**src/rtl/knn_sequencer_if.sv**
```systemverilog
`default_nettype none
// ============================================================================
// Module  : knn_sequencer_if
// Brief   : Dataset-memory and kNN-unit bus bundle for the kNN sequencer.
// Rev     : 1.0
// ============================================================================
interface knn_sequencer_if #(
    parameter int COORD_W  = 16,
    parameter int CLASS_W  = 3,
    parameter int K_W      = 3,
    parameter int N_COORDS = 2,
    parameter int NP_W     = 10,
    parameter int ADDR_W   = 12
) ();
    logic                         start;
    logic [NP_W-1:0]              nPoints;
    logic [N_COORDS*COORD_W-1:0]  testCoord;
    logic                         dsRe;
    logic [ADDR_W-1:0]            dsAddr;
    logic [COORD_W-1:0]           dsData;
    logic [CLASS_W-1:0]           dsClass;
    logic                         unitClear;
    logic                         valid;
    logic [COORD_W-1:0]           dataPointCoord;
    logic [COORD_W-1:0]           dataSetCoord;
    logic [CLASS_W-1:0]           classIn;
    logic                         incrementClass;
    logic [K_W-1:0]               classIndex;
    logic [CLASS_W-1:0]           classOut;
    logic                         busy;
    logic                         done;
    logic [CLASS_W-1:0]           classResult;

    modport master (
        input  start, nPoints, testCoord, dsData, dsClass, classOut,
        output dsRe, dsAddr, unitClear, valid, dataPointCoord, dataSetCoord,
               classIn, incrementClass, classIndex, busy, done, classResult
    );

    modport slave (
        output start, nPoints, testCoord, dsData, dsClass, classOut,
        input  dsRe, dsAddr, unitClear, valid, dataPointCoord, dataSetCoord,
               classIn, incrementClass, classIndex, busy, done, classResult
    );
endinterface
`default_nettype wire

```
**src/rtl/knn_sequencer.sv**
```systemverilog
`default_nettype none
// ============================================================================
// Module  : knn_sequencer
// Brief   : Streams one test point against a dataset into a kNN unit, then
//           runs the vote and captures the winning class.
// Rev     : 1.0
// ============================================================================
module knn_sequencer #(
    parameter int COORD_W      = 16,
    parameter int CLASS_W      = 3,
    parameter int K_W          = 3,
    parameter int K            = 8,
    parameter int N_COORDS     = 2,
    parameter int NP_W         = 10,
    parameter int ADDR_W       = 12,
    parameter int DRAIN_CYCLES = 4
) (
    input  wire             clk,
    input  wire             rst,
    knn_sequencer_if.master bus
);
    localparam int CI_W = (N_COORDS > 1) ? $clog2(N_COORDS) : 1;
    localparam int DC_W = $clog2(DRAIN_CYCLES + 1);

    typedef enum logic [2:0] {
        S_IDLE    = 3'd0,
        S_CLEAR   = 3'd1,
        S_STREAM  = 3'd2,
        S_DRAIN   = 3'd3,
        S_VOTE    = 3'd4,
        S_CAPTURE = 3'd5,
        S_DONE    = 3'd6
    } state_t;

    state_t                              state_q;
    logic [N_COORDS-1:0][COORD_W-1:0]    test_q;
    logic [ADDR_W-1:0]                   addr_q;
    logic [ADDR_W-1:0]                   last_q;
    logic [CI_W-1:0]                     coord_q;
    logic [DC_W-1:0]                     drain_q;
    logic [K_W-1:0]                      vlast_q;
    logic [K_W-1:0]                      cidx_q;
    logic                                dsre_q;
    logic                                valid_q;
    logic                                clr_q;
    logic                                incr_q;
    logic                                done_q;
    logic [COORD_W-1:0]                  dpc_q;
    logic [CLASS_W-1:0]                  res_q;

    logic [ADDR_W-1:0]                   last_d;
    logic [K_W-1:0]                      vlast_d;

    // Last coordinate-word address and last vote index, taken from the start request.
    assign last_d  = ADDR_W'(32'(bus.nPoints) * N_COORDS) - ADDR_W'(1);
    assign vlast_d = (bus.nPoints >= NP_W'(K)) ? K_W'(K - 1)
                                               : K_W'(bus.nPoints - NP_W'(1));

    always_ff @(posedge clk) begin
        if (rst) begin
            state_q <= S_IDLE;
            test_q  <= '0;
            addr_q  <= '0;
            last_q  <= '0;
            coord_q <= '0;
            drain_q <= '0;
            vlast_q <= '0;
            cidx_q  <= '0;
            dsre_q  <= 1'b0;
            valid_q <= 1'b0;
            clr_q   <= 1'b0;
            incr_q  <= 1'b0;
            done_q  <= 1'b0;
            dpc_q   <= '0;
            res_q   <= '0;
        end else begin
            clr_q   <= 1'b0;
            incr_q  <= 1'b0;
            cidx_q  <= '0;
            done_q  <= 1'b0;
            // Read data returns one cycle after the request, so the stream trails dsRe by one.
            valid_q <= dsre_q;
            dpc_q   <= dsre_q ? test_q[coord_q] : '0;

            case (state_q)
                S_IDLE: begin
                    if (bus.start) begin
                        if (bus.nPoints != '0) begin
                            test_q  <= bus.testCoord;
                            last_q  <= last_d;
                            vlast_q <= vlast_d;
                            clr_q   <= 1'b1;
                            state_q <= S_CLEAR;
                        end else begin
                            res_q   <= '0;
                            done_q  <= 1'b1;
                            state_q <= S_DONE;
                        end
                    end
                end
                S_CLEAR: begin
                    addr_q  <= '0;
                    coord_q <= '0;
                    dsre_q  <= 1'b1;
                    state_q <= S_STREAM;
                end
                S_STREAM: begin
                    if (addr_q == last_q) begin
                        dsre_q  <= 1'b0;
                        addr_q  <= '0;
                        coord_q <= '0;
                        drain_q <= '0;
                        state_q <= S_DRAIN;
                    end else begin
                        addr_q  <= addr_q + 1'b1;
                        coord_q <= (coord_q == CI_W'(N_COORDS - 1)) ? '0 : coord_q + 1'b1;
                    end
                end
                S_DRAIN: begin
                    if (drain_q == DC_W'(DRAIN_CYCLES - 1)) begin
                        incr_q  <= 1'b1;
                        state_q <= S_VOTE;
                    end else begin
                        drain_q <= drain_q + 1'b1;
                    end
                end
                S_VOTE: begin
                    if (cidx_q == vlast_q) begin
                        state_q <= S_CAPTURE;
                    end else begin
                        incr_q <= 1'b1;
                        cidx_q <= cidx_q + 1'b1;
                    end
                end
                S_CAPTURE: begin
                    res_q   <= bus.classOut;
                    done_q  <= 1'b1;
                    state_q <= S_DONE;
                end
                S_DONE: begin
                    state_q <= S_IDLE;
                end
                default: begin
                    state_q <= S_IDLE;
                end
            endcase
        end
    end

    assign bus.dsRe           = dsre_q;
    assign bus.dsAddr         = addr_q;
    assign bus.unitClear      = clr_q;
    assign bus.valid          = valid_q;
    assign bus.dataPointCoord = dpc_q;
    // Memory data is only forwarded while the stream is valid so idle outputs stay at zero.
    assign bus.dataSetCoord   = valid_q ? bus.dsData  : '0;
    assign bus.classIn        = valid_q ? bus.dsClass : '0;
    assign bus.incrementClass = incr_q;
    assign bus.classIndex     = cidx_q;
    assign bus.busy           = (state_q != S_IDLE);
    assign bus.done           = done_q;
    assign bus.classResult    = res_q;
endmodule
`default_nettype wire

```
**src/flat_wrapper.sv**
```systemverilog
// flat-port wrapper written by rule: the top's interface ports become plain ports
module knn_sequencer_flat 
#(
    parameter int COORD_W      = 16,
    parameter int CLASS_W      = 3,
    parameter int K_W          = 3,
    parameter int K            = 8,
    parameter int N_COORDS     = 2,
    parameter int NP_W         = 10,
    parameter int ADDR_W       = 12,
    parameter int DRAIN_CYCLES = 4
)
  (clk, rst, bus_start, bus_nPoints, bus_testCoord, bus_dsData, bus_dsClass, bus_classOut, bus_dsRe, bus_dsAddr, bus_unitClear, bus_valid, bus_dataPointCoord, bus_dataSetCoord, bus_classIn, bus_incrementClass, bus_classIndex, bus_busy, bus_done, bus_classResult);
  knn_sequencer_if #(.COORD_W(COORD_W), .CLASS_W(CLASS_W), .K_W(K_W), .N_COORDS(N_COORDS), .NP_W(NP_W), .ADDR_W(ADDR_W)) bus_i ();
  input  wire clk;
  input  wire rst;
  input wire logic [$bits(bus_i.start)-1:0] bus_start;
  input wire logic [$bits(bus_i.nPoints)-1:0] bus_nPoints;
  input wire logic [$bits(bus_i.testCoord)-1:0] bus_testCoord;
  input wire logic [$bits(bus_i.dsData)-1:0] bus_dsData;
  input wire logic [$bits(bus_i.dsClass)-1:0] bus_dsClass;
  input wire logic [$bits(bus_i.classOut)-1:0] bus_classOut;
  output wire logic [$bits(bus_i.dsRe)-1:0] bus_dsRe;
  output wire logic [$bits(bus_i.dsAddr)-1:0] bus_dsAddr;
  output wire logic [$bits(bus_i.unitClear)-1:0] bus_unitClear;
  output wire logic [$bits(bus_i.valid)-1:0] bus_valid;
  output wire logic [$bits(bus_i.dataPointCoord)-1:0] bus_dataPointCoord;
  output wire logic [$bits(bus_i.dataSetCoord)-1:0] bus_dataSetCoord;
  output wire logic [$bits(bus_i.classIn)-1:0] bus_classIn;
  output wire logic [$bits(bus_i.incrementClass)-1:0] bus_incrementClass;
  output wire logic [$bits(bus_i.classIndex)-1:0] bus_classIndex;
  output wire logic [$bits(bus_i.busy)-1:0] bus_busy;
  output wire logic [$bits(bus_i.done)-1:0] bus_done;
  output wire logic [$bits(bus_i.classResult)-1:0] bus_classResult;
  assign bus_i.start = bus_start;
  assign bus_i.nPoints = bus_nPoints;
  assign bus_i.testCoord = bus_testCoord;
  assign bus_i.dsData = bus_dsData;
  assign bus_i.dsClass = bus_dsClass;
  assign bus_i.classOut = bus_classOut;
  assign bus_dsRe = bus_i.dsRe;
  assign bus_dsAddr = bus_i.dsAddr;
  assign bus_unitClear = bus_i.unitClear;
  assign bus_valid = bus_i.valid;
  assign bus_dataPointCoord = bus_i.dataPointCoord;
  assign bus_dataSetCoord = bus_i.dataSetCoord;
  assign bus_classIn = bus_i.classIn;
  assign bus_incrementClass = bus_i.incrementClass;
  assign bus_classIndex = bus_i.classIndex;
  assign bus_busy = bus_i.busy;
  assign bus_done = bus_i.done;
  assign bus_classResult = bus_i.classResult;
  knn_sequencer #(.COORD_W(COORD_W), .CLASS_W(CLASS_W), .K_W(K_W), .K(K), .N_COORDS(N_COORDS), .NP_W(NP_W), .ADDR_W(ADDR_W), .DRAIN_CYCLES(DRAIN_CYCLES)) u_core (.clk(clk), .rst(rst), .bus(bus_i));
endmodule
```
**config.mk**
```make
export PLATFORM = sky130hd
export DESIGN_NAME = knn_sequencer_flat
export DESIGN_NICKNAME = d
export VERILOG_FILES = /design/src/rtl/knn_sequencer_if.sv /design/src/rtl/knn_sequencer.sv /design/src/flat_wrapper.sv
export SDC_FILE = /design/constraint.sdc
export NUM_CORES = 1
export LEC_CHECK = 0
export ABC_CLOCK_PERIOD_IN_PS = 2050
export BUFFER_PORTS_ARGS = -buffer_cell sky130_fd_sc_hd__buf_2
export CAP_MARGIN = 20
export CORE_ASPECT_RATIO = 0.7
export CORE_MARGIN = 2
export CORE_UTILIZATION = 45
export CTS_CLUSTER_SIZE = 40
export DETAILED_ROUTE_END_ITERATION = 16
export GPL_TIMING_DRIVEN = 0
export PLACE_DENSITY = 0.82
export SLEW_MARGIN = 20
export SYNTH_ARGS = -nofsm -noshare
export SYNTH_HDL_FRONTEND = slang
export SYNTH_SLANG_ARGS = --single-unit
export TNS_END_PERCENT = 100
```
**constraint.sdc**
```tcl
create_clock -name clk -period 2.05 [get_ports clk]
set_clock_uncertainty 0.15 [all_clocks]
set_input_delay 0.41 -clock clk [delete_from_list [all_inputs] [get_ports clk]]
set_output_delay 0.41 -clock clk [all_outputs]
set_load 0.02 [all_outputs]
```
======== Word level (Yosys, flattened, before mapping) ========
Cells that the tools add are included.
cells by class
  add/sub/neg operators ................... 6
  order comparisons ....................... 2
  eq/ne operators ......................... 14
  muxes and demuxes ....................... 31
  bitwise operators ....................... 4
  reductions and logical operators ........ 14
operator list
  cell                                                                    number
  16-bit 2-to-1 mux                                                       3
  3-bit 2-to-1 mux                                                        11
  12-bit one-hot mux with 2 select lines                                  1
  3-bit one-hot mux with 6 select lines                                   1
  12-bit by 1-bit adder with 12-bit output, second input constant         1
  12-bit == test                                                          1
  12-bit 2-to-1 mux                                                       1
  3-bit one-hot mux with 2 select lines                                   2
  11-bit by 1-bit subtractor with 12-bit output, second input constant    1
  10-bit by 4-bit >= comparator with 1-bit output, second input constant  1
  10-bit nonzero test                                                     1
  3-bit by 2-bit == test with 1-bit output, second input constant         3
  3-bit AND reduction                                                     3
  1-bit 2-to-1 mux                                                        8
  1-bit one-hot mux with 2 select lines                                   4
  3-bit by 1-bit adder with 3-bit output, second input constant           2
  3-bit == test, second input constant                                    2
  2-bit by 1-bit != test with 1-bit output, second input constant         3
  2-bit != test, second input constant                                    3
  2-bit nonzero test                                                      3
  3-bit OR reduction                                                      2
  1-bit NOT                                                               4
  4-bit AND reduction                                                     1
  3-bit by 1-bit == test with 1-bit output, second input constant         1
  8 further kinds                                                         8
word-level totals
  register bits after elaboration ......... 93
  bits of input ports ..................... 67
  output and inout port bits .............. 59
  logic and storage cells ................. 87

======== Depth between registers and ports, before layout ========
  word-level depth ........................ 4
  gate-level depth with buffers ........... 8
  mapped depth without buffers ............ 7

======== Worst setup path after synthesis ========
Ideal clock, no wire load.
  kind .................................... input port to flip-flop
  start ................................... input bus_nPoints[0]
  end ..................................... register u_core.test_q[24] (netlist bit)
  setup time .............................. 0.128 ns
  arrival ................................. 1.856 ns
  slack ................................... -0.083 ns
  cell stages on the path ................. 8
  buffers on the path ..................... 1
  cells stage by stage .................... inv_1 > ha_1 > nor3b_1 > nor4b_4 > nor4_4 > buf_4 > mux2i_1 > nor2_1
on the way
  longest elaborated chain between the ends .. 2
ends and longest elaborated chain
  what                           line                 text
  start, declared                flat_wrapper.sv:18   input wire logic [$bits(bus_i.nPoints)-1:0] bus_nPoints;
  10-bit nonzero test            knn_sequencer.sv:88  if (bus.nPoints != '0) begin
  3-bit AND reduction (no line)  --
  end signal, assigned           knn_sequencer.sv:89  test_q <= bus.testCoord;
  end, declared                  knn_sequencer.sv:36  logic [N_COORDS-1:0][COORD_W-1:0] test_q;
Every way passes these cells.
A chain may end at the register's enable or synchronous reset.

======== Worst setup path after layout ========
  start ................................... register u_core.state_q[0]
  end ..................................... output bus_busy
on the way
  longest elaborated chain between the ends .. 1
ends and longest elaborated chain
  what                    line                  text
  start, declared         knn_sequencer.sv:35   state_t state_q;
  start signal, assigned  knn_sequencer.sv:61   state_q <= S_IDLE;
  start signal, assigned  knn_sequencer.sv:93   state_q <= S_CLEAR;
  start signal, assigned  knn_sequencer.sv:97   state_q <= S_DONE;
  3-bit nonzero test      knn_sequencer.sv:160  assign bus.busy = (state_q != S_IDLE);
  end, declared           flat_wrapper.sv:32    output wire logic [$bits(bus_i.busy)-1:0] bus_busy;
Every way passes these cells.

==> reports/results.txt <==
Beginning of the worst hold path: bus_testCoord[13]
Clock power share: 37.4%
RSZ-0062 raised after global routing: yes
Placed insts: 678
Hold Slack: 0.158 ns
Final Non-Filler Cells: 694
Core ar.: 0.00862 mm²
Ys async rst share: 0%
Fmax: 494 MHz
Detail Placement HPWL: 7.83 mm
Mapped Avg Cell Area: 9.36 µm²
Clock root cell: clkbuf_16
Leakage power: 2.29 nW
Slew HR: 47.9%
Crit share post-route: 98.7%
Post-synthesis instance total: 434
Critical Path Source Type: flop
Most frequent cells in the layout: buf_2 (121), dfxtp_1 (83), nor2_1 (77), mux2i_1 (46), xnor2_1 (22)
RR Startpoint: u_core.bus.dsAddr[8]$_SDFFE_PP0P_
Final WL: 10.9 mm
Largest net degree at the start of global routing: 15
Boundary pin count: 126
Via count: 3616
Critical path launch point: u_core.state_q[0]$_SDFFE_PP0P_
DR iter-0 viols: 215
Int Power: 3.22 mW
Ys Warns: 0
Layout cell share with drive strength beyond 1: 32.4%
Synth Flop Type: dfxtp_1
Dpl ws: -0.456 ns
Syn nets: 506
WP buf/inv: 2
Sw Ratio: 26.2%
Reg2reg path depth: 6
Setup_tns: 0 ns
DRT antenna net count: 0
Commonest non-fill, non-tap cell in the layout: buf_2
Max Slew Vio Count: 0
Crit path DAT: 1.46 ns
Hold Fails Final Rpt: 0
Starting Density: 47.1%
GP Congestion: 0.878
DRC errors left: 0
Area grow syn2layout: 31.7%
Mapped Area: 0.00406 mm²
Crit Path Max Fanout: 10
Worst path depth: 3
Slowest cell delay on critical path: 0.39 ns
Row count: 28
Delay-heaviest family, CP: flip-flops
Power Total: 4.36 mW
Sequential-to-total area share from yosys stat: 45.8%
Worst hold path type: in2reg
Final net count: 643
CTS Buf Count: 9
Via density: 5.21
Distinct cell type count after synthesis: 47
PD cells: 815 mW/mm²
Worst vdd ir: 0.000413 V
Fin worst setup slack: 0.0275 ns
IO Port Bufs: 124
EDFF count, synth: 0
Status: finished clean
Worst skew pair latency: 0.34 ns
Final core occ: 62.0%
First-pass GRT wire length: 16.9 mm
Hold Path Stages: 3
Global route overflow: 0
Avg WL per Cell: 15.7 µm
Die span in y: 83.5 µm
GR Util All Layers: 21.4%
Setup Viol. Count Final: 0
Setup CP Type: reg2out
Final instance area: 0.00535 mm²
Placed inst area: 0.00485 mm²
Die Width: 118 µm
Initial antenna violation count: 0
Critical path, cell by cell: clkbuf_8, or3_1, buf_2
CTS tree: done
Seq pwr share: 45.7%
Max-cap violations: 0
Number of global-route vias before repair: 3486
Clock transition at path regs: 0.06 ns
Switching power: 1.14 mW
Comb pwr share: 16.9%
Critical path required time: 1.49 ns
H-tree levels: 3
Clock Sinks: 93
Max clock buf depth: 2
Fin crit period: 2.02 ns
# diodes: 0
Least-Margin Pin Slew: 0.774 ns
Die area: 0.00981 mm²
Slowest CP cell: dfxtp_2
Nature of the critical path endpoint: primary output
Drt pass-1 iters: 5
Post-synthesis register bit count: 93
==> cell type report <==
cell class / count / area [µm²]
plain buffers: 23 / 170
multi-input cells: 306 / 2120
repair buffers: 130 / 718
clock buffers: 10 / 239
clock inverters: 4 / 50.0
flip-flops and latches: 93 / 1870
inverters: 8 / 30.0
well taps: 120 / 150
fillers: 725 / 3270
==> cells in the mapped netlist (all sizes together), types with 3 or more instances <==
library cell | count | area [µm²]
clkbuf | 18 | 67.6
nor2 | 78 | 293
a21o | 4 | 30.0
a311oi | 5 | 43.8
nand3 | 5 | 25.0
nor3 | 6 | 30.0
o211ai | 3 | 22.5
o21ai | 12 | 60.1
a2111oi | 3 | 26.3
o31ai | 3 | 22.5
or4 | 3 | 26.3
nor2b | 3 | 18.8
xnor2 | 22 | 193
o32ai | 3 | 26.3
xor2 | 5 | 43.8
nor4 | 5 | 46.3
nand2b | 3 | 18.8
mux2i | 48 | 480
nor3b | 4 | 30.0
buf | 9 | 67.6
or3 | 6 | 37.5
nand4 | 6 | 37.5
inv | 8 | 30.0
nand2 | 17 | 63.8
ha | 5 | 62.6
a21oi | 9 | 45.0
and2 | 19 | 119
dfxtp | 93 | 1860
nand3b | 4 | 30.0
a211oi | 10 | 75.1
==> per-layer routing <==
layer | global-route usage (%) | vias up | share of wire, %
met4 | 7.67 | 0 | 1.7
met5 | 0 | - | 0
met1 | 28.0 | 1708 | 47
li1 | - | 1775 | -
met2 | 34.0 | 120 | 46
met3 | 5.87 | 13 | 5.0
==> power groups by stage <==
stage          clock (mW)  sequential (mW)  combinational (mW)
2_1_floorplan           0             2.01               0.430
5_1_grt              1.72             2.00               0.794
3_3_place_gp            0             2.01               0.619
4_1_cts              1.65             1.99               0.670
6_report             1.63             1.99               0.736
3_5_place_dp            0             2.01               0.641
==> path summary, 6_finish.rpt <==
path                                                               end  slack [ns]
worst max-delay path                                          bus_busy        0.03
worst min-delay path                    u_core.test_q[13]$_SDFFE_PP0P_        0.16
worst max register to register       u_core.bus.dsAddr[9]$_SDFFE_PP0P_        0.04
worst min register to register  u_core.bus.classResult[2]$_SDFFE_PP0P_        0.33
==> worst min-delay path, cell delays in order <==
cell	delay, ns
buf_2	0.07
mux2i_1	0.05
nor2_1	0.07
==> flip-flops by register name, summed over array words and instances, names as in the netlist, 3 cells and up <==
signal	flops
u_core.last_q	12
u_core.bus.classIndex	3
u_core.bus.dataPointCoord	16
u_core.bus.classResult	3
u_core.test_q	32
u_core.state_q	3
u_core.vlast_q	3
u_core.bus.dsAddr	12
u_core.drain_q	3
==> what timing repair did <==
item,in CTS,in global routing
setup buffers,3,1
resized for setup,20,31
endpoints found under the setup margin,66,78
pin swaps,1,6
cloned,1,1
hold buffers,0,0
==> kinds of logic (layout without fill, tap and decap cells) <==
group / count (synthesis) / count (layout) / share of synthesized area [%]
flops: 93 / 93 / 45.8
fa+ha+maj: 5 / 5 / 1.54
mux: 48 / 48 / 11.8
buf+inv: 35 / 175 / 4.07
compound gates: 60 / 60 / 10.1
simple gates: 166 / 166 / 20.8
xor+xnor: 27 / 27 / 5.82
Power figures use the tool's default switching activity.
